$ cat config.mk
export PLATFORM = sky130hd
export DESIGN_NAME = if_fetch_flat
export DESIGN_NICKNAME = d
export VERILOG_FILES = /design/src/rtl/if_fetch_if.sv /design/src/rtl/if_fetch.sv /design/src/flat_wrapper.sv
export SDC_FILE = /design/constraint.sdc
export NUM_CORES = 1
export LEC_CHECK = 0
export ABC_CLOCK_PERIOD_IN_PS = 3300
export BUFFER_PORTS_ARGS = -buffer_cell sky130_fd_sc_hd__buf_2
export CAP_MARGIN = 10
export CORE_UTILIZATION = 45
export CTS_CLUSTER_SIZE = 10
export DETAILED_ROUTE_END_ITERATION = 12
export MAX_ROUTING_LAYER = met4
export PLACE_DENSITY = 0.65
export SYNTH_ARGS = -nofsm -noshare
export SYNTH_HDL_FRONTEND = slang
export SYNTH_SLANG_ARGS = --single-unit
$ cat constraint.sdc
create_clock -name clk -period 3.3 [get_ports clk]
set_clock_uncertainty 0.05 [all_clocks]
set_input_delay 0 -clock clk [delete_from_list [all_inputs] [get_ports clk]]
set_output_delay 0 -clock clk [all_outputs]
set_load 0.03 [all_outputs]
$ cat src/rtl/if_fetch_if.sv
// Bundle for the fetch stage's pipeline-control, instruction-memory and IF/ID signals.
// The master side is the fetch stage; the slave side is its environment.
interface if_fetch_if;
  logic [15:0] npc;
  logic        redirect;
  logic        stall;
  logic        flush;
  logic        imem_req;
  logic [15:0] imem_addr;
  logic        imem_ack;
  logic [15:0] imem_data;
  logic [15:0] pc;
  logic [15:0] if_instr;
  logic [15:0] if_pc;
  logic        if_valid;

  modport master (
    input  npc, redirect, stall, flush, imem_ack, imem_data,
    output imem_req, imem_addr, pc, if_instr, if_pc, if_valid
  );

  modport slave (
    output npc, redirect, stall, flush, imem_ack, imem_data,
    input  imem_req, imem_addr, pc, if_instr, if_pc, if_valid
  );
endinterface

$ cat src/rtl/if_fetch.sv
// Instruction-fetch stage: owns the PC, issues req/ack reads to instruction memory
// and loads the IF/ID register, honouring stall, flush and delayed branch redirects.
module if_fetch #(
  parameter logic [15:0] RESET_PC  = 16'h0000,
  parameter logic [15:0] NOP_INSTR = 16'h0800
) (
  input logic         clk,
  input logic         rst,
  if_fetch_if.master  bus
);

  typedef enum logic [1:0] {
    IDLE = 2'd0,
    REQ  = 2'd1,
    HELD = 2'd2
  } state_t;

  state_t      state_q, state_n;
  logic [15:0] pc_q, pc_n;
  logic [15:0] if_instr_q, if_instr_n;
  logic [15:0] if_pc_q, if_pc_n;
  logic        if_valid_q, if_valid_n;
  logic        pend_q, pend_n;
  logic [15:0] pend_tgt_q, pend_tgt_n;
  logic [15:0] skid_instr_q, skid_instr_n;
  logic [15:0] skid_pc_q, skid_pc_n;
  logic [15:0] pc_adv;

  always_ff @(posedge clk) begin
    if (rst) begin
      state_q      <= IDLE;
      pc_q         <= RESET_PC;
      if_instr_q   <= NOP_INSTR;
      if_pc_q      <= '0;
      if_valid_q   <= 1'b0;
      pend_q       <= 1'b0;
      pend_tgt_q   <= '0;
      skid_instr_q <= NOP_INSTR;
      skid_pc_q    <= '0;
    end else begin
      state_q      <= state_n;
      pc_q         <= pc_n;
      if_instr_q   <= if_instr_n;
      if_pc_q      <= if_pc_n;
      if_valid_q   <= if_valid_n;
      pend_q       <= pend_n;
      pend_tgt_q   <= pend_tgt_n;
      skid_instr_q <= skid_instr_n;
      skid_pc_q    <= skid_pc_n;
    end
  end

  // PC taken when a fetch completes: a live redirect beats a stored one.
  always_comb begin
    if (bus.redirect)  pc_adv = bus.npc;
    else if (pend_q)   pc_adv = pend_tgt_q;
    else               pc_adv = pc_q + 16'd1;
  end

  always_comb begin
    state_n      = state_q;
    pc_n         = pc_q;
    if_instr_n   = if_instr_q;
    if_pc_n      = if_pc_q;
    if_valid_n   = if_valid_q;
    pend_n       = pend_q;
    pend_tgt_n   = pend_tgt_q;
    skid_instr_n = skid_instr_q;
    skid_pc_n    = skid_pc_q;

    if (bus.flush) begin
      if_instr_n   = NOP_INSTR;
      if_valid_n   = 1'b0;
      pend_n       = 1'b0;
      skid_instr_n = NOP_INSTR;
      skid_pc_n    = '0;
      if (bus.redirect) pc_n = bus.npc;
      state_n      = REQ;
    end else begin
      unique case (state_q)
        IDLE: state_n = REQ;

        REQ: begin
          if (bus.imem_ack) begin
            pc_n   = pc_adv;
            pend_n = 1'b0;
            if (!bus.stall) begin
              if_instr_n = bus.imem_data;
              if_pc_n    = pc_q;
              if_valid_n = 1'b1;
            end else begin
              skid_instr_n = bus.imem_data;
              skid_pc_n    = pc_q;
              state_n      = HELD;
            end
          end else begin
            if (bus.redirect) begin
              pend_n     = 1'b1;
              pend_tgt_n = bus.npc;
            end
            if (!bus.stall) begin
              if_instr_n = NOP_INSTR;
              if_valid_n = 1'b0;
            end
          end
        end

        HELD: begin
          if (bus.redirect) pc_n = bus.npc;
          if (!bus.stall) begin
            if_instr_n = skid_instr_q;
            if_pc_n    = skid_pc_q;
            if_valid_n = 1'b1;
            state_n    = REQ;
          end
        end

        default: state_n = IDLE;
      endcase
    end
  end

  assign bus.imem_req  = (state_q == REQ);
  assign bus.imem_addr = pc_q;
  assign bus.pc        = pc_q;
  assign bus.if_instr  = if_instr_q;
  assign bus.if_pc     = if_pc_q;
  assign bus.if_valid  = if_valid_q;

endmodule

$ cat src/flat_wrapper.sv
// flat-port wrapper written by rule: the top's interface ports become plain ports
module if_fetch_flat 
#(
  parameter logic [15:0] RESET_PC  = 16'h0000,
  parameter logic [15:0] NOP_INSTR = 16'h0800
)
  (clk, rst, bus_npc, bus_redirect, bus_stall, bus_flush, bus_imem_ack, bus_imem_data, bus_imem_req, bus_imem_addr, bus_pc, bus_if_instr, bus_if_pc, bus_if_valid);
  if_fetch_if bus_i ();
  input logic clk;
  input logic rst;
  input wire logic [$bits(bus_i.npc)-1:0] bus_npc;
  input wire logic [$bits(bus_i.redirect)-1:0] bus_redirect;
  input wire logic [$bits(bus_i.stall)-1:0] bus_stall;
  input wire logic [$bits(bus_i.flush)-1:0] bus_flush;
  input wire logic [$bits(bus_i.imem_ack)-1:0] bus_imem_ack;
  input wire logic [$bits(bus_i.imem_data)-1:0] bus_imem_data;
  output wire logic [$bits(bus_i.imem_req)-1:0] bus_imem_req;
  output wire logic [$bits(bus_i.imem_addr)-1:0] bus_imem_addr;
  output wire logic [$bits(bus_i.pc)-1:0] bus_pc;
  output wire logic [$bits(bus_i.if_instr)-1:0] bus_if_instr;
  output wire logic [$bits(bus_i.if_pc)-1:0] bus_if_pc;
  output wire logic [$bits(bus_i.if_valid)-1:0] bus_if_valid;
  assign bus_i.npc = bus_npc;
  assign bus_i.redirect = bus_redirect;
  assign bus_i.stall = bus_stall;
  assign bus_i.flush = bus_flush;
  assign bus_i.imem_ack = bus_imem_ack;
  assign bus_i.imem_data = bus_imem_data;
  assign bus_imem_req = bus_i.imem_req;
  assign bus_imem_addr = bus_i.imem_addr;
  assign bus_pc = bus_i.pc;
  assign bus_if_instr = bus_i.if_instr;
  assign bus_if_pc = bus_i.if_pc;
  assign bus_if_valid = bus_i.if_valid;
  if_fetch #(.RESET_PC(RESET_PC), .NOP_INSTR(NOP_INSTR)) u_core (.clk(clk), .rst(rst), .bus(bus_i));
endmodule
Word-level counts from Yosys, hierarchy flattened

Cells that the tools add are included.

Output and inout bits: 66
Register bits after elaboration: 100

Reductions and logical operators: 14
Add/sub/neg operators: 1
Eq/ne operators: 10
Bitwise logic cells: 2
Muxes and demuxes: 26

Operators with widths:

| cell                    | count |
|---|---|
| $mux W16                | 12 |
| $pmux W16 S2            | 3 |
| $add A16 B1 Y16 const B | 1 |
| $ne A3 B3 Y1 const B    | 4 |
| $reduce_and A3 Y1       | 4 |
| $ne A2 B2 Y1 const B    | 4 |
| $mux W1                 | 6 |
| $mux W2                 | 3 |
| $pmux W2 S3             | 1 |
| $reduce_and A2 Y1       | 3 |
| $reduce_and A5 Y1       | 1 |
| $reduce_and A4 Y1       | 1 |
| $reduce_bool A2 Y1      | 2 |
| $reduce_bool A3 Y1      | 1 |
| $eq A2 B1 Y1 const B    | 1 |
| $eq A2 B2 Y1 const B    | 1 |
| $logic_not A2 Y1        | 1 |
| $not A1 Y1              | 2 |
| $pmux W1 S2             | 1 |
| $reduce_or A2 Y1        | 1 |

Depth between registers and ports, before layout

Depth after elaboration: 6
Mapped depth: 8
Mapped depth without buffers: 6

Worst setup path after synthesis

No wires, ideal clock.

Kind: register -> register
Start point: register u_core.pc_q[1], in the netlist u_core.bus.imem_addr[1]
End point: register u_core.pc_q[14], in the netlist u_core.bus.imem_addr[14]
Data required time: 3155 ps
Arrival time: 1972 ps
Clock period less this slack: 2117 ps
Stages on the path, launching flop included: 7
Buffers on the path: 0
Slack: 1183 ps
Cells stage by stage: dfxtp_1 ha_1 nand4_2 nor4_1 nor3_1 a311o_1 a221oi_1

Word-level cells in the longest chain between the ends: 6

Ends and longest elaborated chain:

| what                     | RTL line       | source |
|---|---|---|
| start: declaration       | if_fetch.sv:19 | `logic [15:0] pc_q, pc_n;` |
| start signal: assignment | if_fetch.sv:42 | `pc_q <= pc_n;` |
| $add A16 B1 Y16          | if_fetch.sv:57 | `else pc_adv = pc_q + 16'd1;` |
| $mux W16                 | if_fetch.sv:56 | `else if (pend_q) pc_adv = pend_tgt_q;` |
| $mux W16                 | if_fetch.sv:55 | `if (bus.redirect) pc_adv = bus.npc;` |
| $mux W16                 | if_fetch.sv:84 | `if (bus.imem_ack) begin` |
| $pmux W16 S2             | if_fetch.sv:80 | `unique case (state_q)` |
| $mux W16                 | if_fetch.sv:71 | `if (bus.flush) begin` |

Every way passes these cells. The select of a mux whose other input is x is not followed.
A chain may end at the register's enable or synchronous reset.

Worst setup path after layout

Start point: register u_core.pc_q[0], in the netlist u_core.bus.imem_addr[0]
End point: register u_core.pc_q[14], in the netlist u_core.bus.imem_addr[14]

The elaborated chain is that of the path after synthesis.

==> key figures <==
Detailed routing
  • Final wirelength: 13,100 um
  • Residual DRC: 0
  • Vias per inst: 5.59
  • ANT nets after route: 0
  • Via count: 4,647
  • Iter 0 DRT Violations: 342
  • First drt pass iteration count: 5
  • Drt wl/cell: 15.8 um

Synth
  • Dominant cells by area after synthesis: dfxtp_1 42%, nand2_1 10%, a311oi_1 6.3%, a21oi_1 5.3%, nor2_1 4.9%
  • Main flop type after synthesis: dfxtp_1
  • Synth Instances: 601
  • FF+latch count, synth: 100
  • Number of synthesized flops with an enable pin: 0
  • Post-synth top cells: 126 x nand2_1, 100 x dfxtp_1, 62 x nor2_1
  • Mapped Area: 4750 um2
  • Asr flop ratio synth: 0%
  • Count of cell types in the netlist: 65
  • Avg Cell Area, Syn: 7.90 um2
  • Top-count cell post-synth: nand2_1
  • Mapped Nets: 640
  • Post-synth top area share: 42.1%
  • Most area-hungry cell type in the Yosys netlist: dfxtp_1
  • Register area share after synthesis: 42.1%
  • Yosys warnings: 0

STA
  • Final Slew Violations: 0
  • Min Tclk post-route: 2.30 ns
  • Highest Clock Rate: 0.435 GHz
  • Worst hold slack: 0.0574 ns
  • Post-route setup TNS: 0 ns
  • Relative slew slack: 31.3%
  • Least-Margin Pin Slew: 1.03 ns
  • Finish-stage setup viols: 0
  • RSZ-0062 raised after global routing: false
  • Worst Slack Setup Final: 0.999 ns
  • Fin crit share: 69.7%
  • Hold Vio Cnt, Final: 0

Clock tree
  • Clk root buf: clkbuf_8
  • CTS H-tree lvls: 3
  • Clock Latency Late Sink: 0.38 ns
  • Clk buf depth: 2
  • Total CTS buffers: 9
  • Postcts setup bufs: 0
  • CTS sink cnt: 100
  • Clk slew on worst S/H paths: 0.12 ns
  • CTS tree: built

Finish
  • Fill count: 990
  • Multi-input logic area: 2370 um2
  • Share of layout cells above drive strength 1: 20.6%
  • Flip-flop and latch area: 2000 um2
  • Final instance area: 5690 um2
  • Nets: 729
  • Area Growth Syn to Fin: 19.8%
  • ANT cells: 0

Status
  • Status: complete, no violations

Power and ir drop
  • PD cells: 439 nW/um2
  • Maximum vdd ir drop: 0.000301 V
  • Leakage: 2.26 nW

Setup path
  • CP top delay family: simple AND/OR/NAND/NOR gates
  • Worst path slowest cell: dfxtp_1
  • WP data required: 3.52 ns
  • Critical Path Max Stage Delay: 0.58 ns
  • Worst-path maximum fanout: 9
  • Startpoint Class: flip-flop
  • CP Cell Sequence: ha_1 > nand4_2 > nor4_1 > nor3_1 > a311o_1 > a221oi_1
  • Bufs and invs on worst path: 0
  • CP Data Arrival Time: 2.52 ns
  • CP Class: flip-flop to flip-flop
  • Critical Path End Type: flip-flop

Place
  • Post-DP HPWL: 8470 um
  • Dpl cell area: 5160 um2
  • Pre-CTS WS: 1.07 ns
  • Count of input and output buffers: 103
  • Gpl congestion: 0.988

Floorplanning
  • I/O Pins: 104
  • Die width: 105 um
  • FP Rows: 37
  • Starting Density: 46.2%
  • Die area: 11,000 um2
  • Core area: 10,300 um2
  • Die height: 105 um

GRT
  • Gr ovfl total: 0
  • Initial antenna violation count: 0
  • Largest net degree at the start of global routing: 54
  • Gr usage total: 24.8%
  • Global-route wire length before repair: 21,400 um
  • Vias in the first global route: 4,179

Job
  • MaxCap Viol Count: 0

Min path
  • HP Class: primary input to flip-flop
[state kept, by name, indices dropped and copies added (netlist names)]
name	count
u_core.bus.if_instr	16
u_core.bus.if_pc	16
u_core.bus.if_valid	1
u_core.bus.imem_addr	16
u_core.pend_q	1
u_core.pend_tgt_q	16
u_core.skid_instr_q	16
u_core.skid_pc_q	16
u_core.state_q	2
[timing repair]
action / 4_1_cts / 5_1_grt
hold buffers: 33 / 0
gates resized for setup: 0 / 0
hold endpoints to repair: 59 / 0
[layer usage]
metal  wire length [um]  share of wire, %  GRT usage (%)  vias to the layer above
li1                   -                 -              -                     2274
met1               5980                46           33.6                     2174
met2               6120                47           37.4                      180
met3                802               6.1           3.62                       19
met4                204               1.6           9.46                        0
met5                  0                 0              -                        -
[kinds of logic (layout without fill, tap and decap cells)]
logic type	after synthesis	after routing	synth area share, %
adders and majority gates	1	1	0.263
muxes	21	21	4.43
DFF	100	100	42.1
and+or+nand+nor	261	261	24.7
buffers and inverters	78	172	8.38
xor gates and xnor gates	2	2	0.369
AOI/OAI and AO/OA	138	138	19.7
[worst register-to-register path: cells and delay by family (launching register included)]
kind	cells	cell delay, ns
adders and majority gates	1	0.31
AOI/OAI and AO/OA	2	0.58
DFF	1	0.58
and+or+nand+nor	3	0.68
[cell type report]
class / count / area share [%]
clock buffer: 9 / 2.18
inverter: 11 / 0.726
sequential: 100 / 35.2
multi-input combinational: 423 / 41.6
clock inverter: 7 / 1.23
timing repair buffer: 145 / 16.1
tap: 136 / 2.99
[path summary, 6_finish.rpt]
kind	from	endpoint	slack (ns)	depth (start not counted)
max reg2reg	u_core.bus.imem_addr[0]$_SDFFE_PP0P_	u_core.bus.imem_addr[14]$_SDFFE_PP0P_	1.0	6
min reg2reg	u_core.skid_instr_q[0]$_SDFFE_PP0P_	u_core.bus.if_instr[0]$_SDFFE_PP0P_	0.41	2
max	u_core.bus.imem_addr[0]$_SDFFE_PP0P_	u_core.bus.imem_addr[14]$_SDFFE_PP0P_	1.0	6
min	bus_imem_ack	u_core.bus.if_instr[4]$_SDFFE_PP0P_	0.06	3
[power breakdown]
| group | internal [W] | switching (W) | leakage, nW |
|---|---|---|---|
| clock network | 0.000294 | 0.000481 | 0.0951 |
| logic | 0.000147 | 0.000271 | 1.35 |
| registers | 0.00125 | 0.0000553 | 0.813 |
[placed cells by master (no fill, tap or decap), types with 3 or more instances in the layout]
master,instances
o21ai_0,15
nor2_1,62
a21o_1,4
dlygate4sd3_1,33
buf_2,103
a211oi_1,6
a311oi_1,34
clkbuf_8,9
a21oi_1,49
nand3b_1,3
inv_1,9
nor3_1,9
nand2b_1,3
dfxtp_1,100
a31oi_1,4
buf_4,9
nand4_1,3
nand2_1,126
nor4_1,3
nand3_1,29
or4_1,4
mux2i_1,21
[stage by stage]
stage	std cells	power (W)	utilization (%)
2_1_floorplan	601	0.00160	-
3_3_place_gp	782	0.00171	50.3
3_5_place_dp	782	0.00171	50.3
4_1_cts	831	0.00251	55.4
5_1_grt	831	0.00260	55.4
6_report	831	0.00249	55.4
No activity file was read; power rests on OpenSTA's default activity.
